**src/rtl/baud_gen_frac.sv**
```systemverilog
// Fractional baud-rate generator: oversample, mid-bit and bit ticks from an
// integer + fractional divisor, with a shadow config applied on bit boundaries.
module baud_gen_frac #(
  parameter int unsigned DIV_W            = 16,
  parameter int unsigned FRAC_W           = 4,
  parameter int unsigned DEFAULT_DIV_INT  = 27,
  parameter int unsigned DEFAULT_DIV_FRAC = 2,
  parameter bit          DEFAULT_OSR8     = 1'b0
) (
  input  logic              clk,
  input  logic              reset,
  input  logic              enable,
  input  logic [DIV_W-1:0]  div_int,
  input  logic [FRAC_W-1:0] div_frac,
  input  logic              osr8,
  input  logic              cfg_load,
  input  logic              resync,
  output logic              oversample_tick,
  output logic              bit_tick,
  output logic              mid_tick,
  output logic              cfg_pending
);

  localparam int unsigned CW   = DIV_W + 1;
  localparam int unsigned OS_W = 4;

  logic [DIV_W-1:0]  a_int_q,  a_int_d,  s_int_q,  s_int_d;
  logic [FRAC_W-1:0] a_frac_q, a_frac_d, s_frac_q, s_frac_d;
  logic              a_osr8_q, a_osr8_d, s_osr8_q, s_osr8_d;
  logic              pending_q, pending_d;
  logic [CW-1:0]     cnt_q, cnt_d;
  logic [FRAC_W-1:0] acc_q, acc_d;
  logic              extra_q, extra_d;
  logic [OS_W-1:0]   os_q, os_d;
  logic              ov_q, ov_d, bit_q, bit_d, mid_q, mid_d;

  logic [DIV_W-1:0]  eff_int;
  logic [CW-1:0]     p_m1;
  logic [FRAC_W:0]   acc_sum;
  logic [OS_W-1:0]   os_last, os_mid;
  logic              at_last;
  logic              xfer;

  // Divisors below 2 cannot produce distinct tick cycles, so clamp them.
  assign eff_int = (a_int_q < DIV_W'(2)) ? DIV_W'(2) : a_int_q;
  assign p_m1    = {1'b0, eff_int} + CW'(extra_q) - CW'(1);
  assign acc_sum = {1'b0, acc_q} + {1'b0, a_frac_q};
  assign os_last = a_osr8_q ? OS_W'(7) : OS_W'(15);
  assign os_mid  = a_osr8_q ? OS_W'(3) : OS_W'(7);
  assign at_last = (os_q == os_last);

  always_comb begin
    a_int_d   = a_int_q;
    a_frac_d  = a_frac_q;
    a_osr8_d  = a_osr8_q;
    s_int_d   = s_int_q;
    s_frac_d  = s_frac_q;
    s_osr8_d  = s_osr8_q;
    cnt_d     = cnt_q;
    acc_d     = acc_q;
    extra_d   = extra_q;
    os_d      = os_q;
    ov_d      = 1'b0;
    bit_d     = 1'b0;
    mid_d     = 1'b0;
    xfer      = 1'b0;

    if (cfg_load) begin
      s_int_d  = div_int;
      s_frac_d = div_frac;
      s_osr8_d = osr8;
    end

    if (resync) begin
      cnt_d   = '0;
      acc_d   = '0;
      extra_d = 1'b0;
      os_d    = '0;
    end else if (!enable) begin
      cnt_d   = '0;
      acc_d   = '0;
      extra_d = 1'b0;
      os_d    = '0;
      xfer    = pending_q;
    end else if (cnt_q == p_m1) begin
      cnt_d            = '0;
      {extra_d, acc_d} = acc_sum;
      os_d             = at_last ? '0 : os_q + OS_W'(1);
      ov_d             = 1'b1;
      bit_d            = at_last;
      mid_d            = (os_q == os_mid);
      xfer             = at_last & pending_q;
    end else begin
      cnt_d = cnt_q + CW'(1);
    end

    // The old shadow moves to active before a coincident capture overwrites it.
    if (xfer) begin
      a_int_d  = s_int_q;
      a_frac_d = s_frac_q;
      a_osr8_d = s_osr8_q;
    end
    pending_d = cfg_load | (pending_q & ~xfer);
  end

  always_ff @(posedge clk or posedge reset) begin
    if (reset) begin
      a_int_q   <= DIV_W'(DEFAULT_DIV_INT);
      a_frac_q  <= FRAC_W'(DEFAULT_DIV_FRAC);
      a_osr8_q  <= DEFAULT_OSR8;
      s_int_q   <= DIV_W'(DEFAULT_DIV_INT);
      s_frac_q  <= FRAC_W'(DEFAULT_DIV_FRAC);
      s_osr8_q  <= DEFAULT_OSR8;
      pending_q <= 1'b0;
      cnt_q     <= '0;
      acc_q     <= '0;
      extra_q   <= 1'b0;
      os_q      <= '0;
      ov_q      <= 1'b0;
      bit_q     <= 1'b0;
      mid_q     <= 1'b0;
    end else begin
      a_int_q   <= a_int_d;
      a_frac_q  <= a_frac_d;
      a_osr8_q  <= a_osr8_d;
      s_int_q   <= s_int_d;
      s_frac_q  <= s_frac_d;
      s_osr8_q  <= s_osr8_d;
      pending_q <= pending_d;
      cnt_q     <= cnt_d;
      acc_q     <= acc_d;
      extra_q   <= extra_d;
      os_q      <= os_d;
      ov_q      <= ov_d;
      bit_q     <= bit_d;
      mid_q     <= mid_d;
    end
  end

  assign oversample_tick = ov_q;
  assign bit_tick        = bit_q;
  assign mid_tick        = mid_q;
  assign cfg_pending     = pending_q;

endmodule

```
**config.mk**
```make
export PLATFORM = sky130hd
export DESIGN_NAME = baud_gen_frac
export DESIGN_NICKNAME = d
export VERILOG_FILES = /design/src/rtl/baud_gen_frac.sv
export SDC_FILE = /design/constraint.sdc
export NUM_CORES = 1
export LEC_CHECK = 0
export BUFFER_PORTS_ARGS = -buffer_cell sky130_fd_sc_hd__buf_4
export CAP_MARGIN = 20
export CORE_ASPECT_RATIO = 0.6
export CORE_MARGIN = 1.5
export CORE_UTILIZATION = 62
export CTS_BUF_LIST = sky130_fd_sc_hd__clkbuf_8
export CTS_CLUSTER_DIAMETER = 40
export CTS_CLUSTER_SIZE = 12
export DETAILED_ROUTE_END_ITERATION = 10
export MAX_ROUTING_LAYER = met4
export PLACE_DENSITY = 0.94
export REMOVE_ABC_BUFFERS = 1
export SETUP_SLACK_MARGIN = 0.15
export SLEW_MARGIN = 30
export SYNTH_ARGS = -nofsm -noshare
export SYNTH_HDL_FRONTEND = slang
export SYNTH_SLANG_ARGS = --single-unit
export TNS_END_PERCENT = 30
```
**constraint.sdc**
```tcl
create_clock -name clk -period 6.05 [get_ports clk]
set_clock_uncertainty 0.1 [all_clocks]
set_input_delay 1.21 -clock clk [delete_from_list [all_inputs] [get_ports clk]]
set_output_delay 1.21 -clock clk [all_outputs]
set_load 0.01 [all_outputs]
```
==> results_dict.tcl <==
set metrics [dict create \
    clock_sinks 72 \
    wl_mm 8.024 \
    core-area_um2 6083 \
    reg2reg_slack_ns 0.71 \
    synthCells 335 \
    dr_total_vias 2782 \
    grtUsageTotal_pct 27.00 \
    synth_simple_gate_area_share_pct 16.36 \
    hold_path_class "reg2reg" \
    cp_max_fo 19 \
    status "complete, no violations" \
    worstSetupEndpointType "flop" \
    busiest_layer "met2" \
    ctsResizeCount 0 \
    cp.required_ns 6.20 \
    powerDensity_nw_per_um2 289.8 \
    fin_crit_ns 5.342 \
    worstReg2RegEnd "a_int_q[15]" \
    rows 22 \
    cts_buffers 9 \
    synthFlopType "dfrtp_1" \
    place_ws_ns 0.7949 \
    arrival_ns 5.49 \
    use_met3_pct 6.429 \
    synth_xor_area_share_pct 8.339 \
    yosysTopAreaCell "dfrtp_1" \
    postCtsHoldBufs 0 \
    worst-slew-pin-transition_ns 0.8863 \
    synth_edf_count 0 \
    r2r-start "a_int_q[6]" \
    die_h_um 64.33 \
    nNetsFinal 400 \
    grt_overflow 0 \
    rr_worst_depth 13 \
    port_buffers 29 \
    hold_start "s_int_q[9]" \
    synth_compound_area_share_pct 8.789 \
    drc 0 \
    drtIter0Drc 224 \
    clk_path_buf_depth 2 \
    grt_max_degree 73 \
    dr.pass1.iters 7 \
    grt_pass1_wl_mm 13.25 \
    grt_pass1_vias 2637 \
    dp_hpwl_mm 5.725 \
    gp_congestion 0.9144 \
    cts.reportedPaths.clkPinSlew_ns 0.09 \
    yosys-mux-area-fraction_pct 14.36 \
    crit_type "reg2reg" \
    slew_violations 0 \
    globalRouteMet2Util_pct 39.95 \
    yosys.area_share.adder_pct 3.091 \
    dieArea_um2 6768 \
    ir_worst_vdd_mv 0.2053 \
    start_util_pct 63.88 \
    startpoint "a_int_q[6]" \
    routedWlPerCell_um 17.67 \
    clkLatencyLatePin_ns 0.36 \
    synth_seq_cells 72 \
    syn_area_per_cell_um2 11.60 \
    cts_setup_buffers 0 \
    setup_viol_count_final 0 \
    grt_use_met1_pct 37.14 \
    cts_tree "done" \
    top_level_ports 30 \
    netlist_area_um2 3886 \
    synth_top_family_by_area "simple AND/OR/NAND/NOR gates" \
    maxCapViolCount 0 \
    ys_top_cells_by_area "dfrtp_1, mux2_4, dfstp_2" \
    fmax_mhz 187.2 \
    synth_top_area_share_pct 39.92 \
    yosysUniqueCellTypes 61 \
    worst_slack_ns 0.7083 \
    cts-root-buf "clkbuf_8" \
    antenna-diode-count 0 \
    antenna_found_initial 0 \
    finalCritPeriodShare_pct 88.29 \
    p_leak_uw 0.001908 \
    endpoint "a_int_q[15]" \
    die_w_um 105.2 \
    rsz0062_at_grt "no" \
    finalSetupTns_ns 0 \
    async_flop_share_pct 100.0 \
    ys_seq_area_share_pct 46.68 \
    relSlewSlack_pct 40.64 \
    yosysWarnings 0 \
    htree_levels 3 \
    ant_nets 0 \
    drive_gt1_share_pct 30.54 \
    report.final.hold_viol_count 0 \
    critPathLaunchType "flop" \
    syn2layout_area_growth_pct 12.75 \
    via_per_inst 6.128 \
]
==> logic make-up (layout without fill, tap and decap cells) <==
| logic type | Yosys count | in the layout |
|---|---|---|
| muxes | 43 | 43 |
| DFF | 72 | 72 |
| AOI/OAI and AO/OA | 47 | 47 |
| adders and majority gates | 9 | 9 |
| buffers and inverters | 18 | 53 |
| xor gates and xnor gates | 35 | 35 |
| and+or+nand+nor | 111 | 111 |
==> cell type report <==
class	instances	area (um2)
clock buffer	9	123.9
fill	444	1702
sequential	72	1814
inverter	5	18.77
clock inverter	7	96.34
timing repair buffer	32	244.0
multi-input combinational	245	1979
tap	84	105.1
==> report_power, final <==
part / internal [uW] / switching, uW
sequential: 538 / 69.1
combinational: 135 / 107
clock: 233 / 189
==> registers in the layout (all words and copies together), names as in the netlist, 4 cells and up <==
name      cells
a_frac_q      4
a_int_q      16
acc_q         4
cnt_q        17
os_q          4
s_frac_q      4
s_int_q      16
==> placed cells by master, fill, tap and decap left out, types with 3 or more instances in the layout <==
cell type / count
o31ai_1: 3
nor2_1: 27
nor2b_1: 4
dfstp_2: 10
nor3_1: 5
nor4_1: 4
nand3_1: 16
inv_1: 5
xor2_1: 21
clkbuf_8: 9
a21oi_1: 9
mux2_4: 20
nand2b_1: 5
a31o_2: 3
mux2_2: 22
ha_1: 8
dfrtp_1: 62
xnor2_1: 13
a31oi_1: 3
nor3b_1: 4
buf_4: 31
o21ai_0: 8
nand4_1: 5
nand3b_1: 4
and3_1: 9
nand2_1: 11
==> stage by stage <==
step	instance area (um2)	total power, uW	utilization, %	hold WS (ns)	std cells
2_1_floorplan	3812	776.2	-	0.3749	322
3_3_place_gp	4158	837.0	68.35	0.3883	438
3_5_place_dp	4158	852.4	68.35	0.3930	438
4_1_cts	4378	1274	71.97	0.4070	454
5_1_grt	4382	1330	72.03	0.4124	454
6_report	4382	1270	72.03	0.3997	454
==> metal layers <==
| layer | wire [um] | part of all wire [%] |
|---|---|---|
| met1 | 3962 | 49 |
| met2 | 3553 | 44 |
| met3 | 442 | 5.5 |
| met4 | 65 | 0.81 |
| met5 | 0 | 0 |
==> worst min-delay path by stage <==
stage          cells past startpoint  slack, ns           to
3_5_place_dp                       1       0.39   a_int_q[8]
4_1_cts                            1       0.41   a_int_q[9]
2_1_floorplan                      1       0.37  s_int_q[15]
6_report                           1       0.40   a_int_q[9]
5_1_grt                            1       0.41   a_int_q[9]
3_3_place_gp                       1       0.39  a_frac_q[3]
==> worst max-delay path, cell delays in order (launching register included) <==
cell,delay (ns)
dfrtp_1,0.46
nor4_1,0.59
nand4_1,0.33
o31ai_1,0.29
ha_1,0.21
ha_1,0.25
nor4b_1,0.63
nand2_1,0.23
a2111o_1,0.42
a211oi_2,0.33
nand4_4,0.23
o31ai_4,0.37
buf_4,0.40
mux2_2,0.38
==> Yosys cell counts (all sizes together), types with 2 or more instances <==
master	number
dfrtp	62
mux2	42
nor2	27
xor2	21
nand3	16
xnor2	13
nand2	11
dfstp	10
a21oi	9
and3	9
o21ai	9
ha	8
clkbuf	7
buf	6
nand4	6
inv	5
nand2b	5
nor3	5
nand3b	4
nor2b	4
nor3b	4
nor4	4
o31ai	4
a211oi	3
a31o	3
a31oi	3
and4	3
nor4b	3
or3	3
a2111oi	2
a21o	2
a22oi	2
o2111ai	2
o311ai	2
Power figures use the tool's default switching activity.
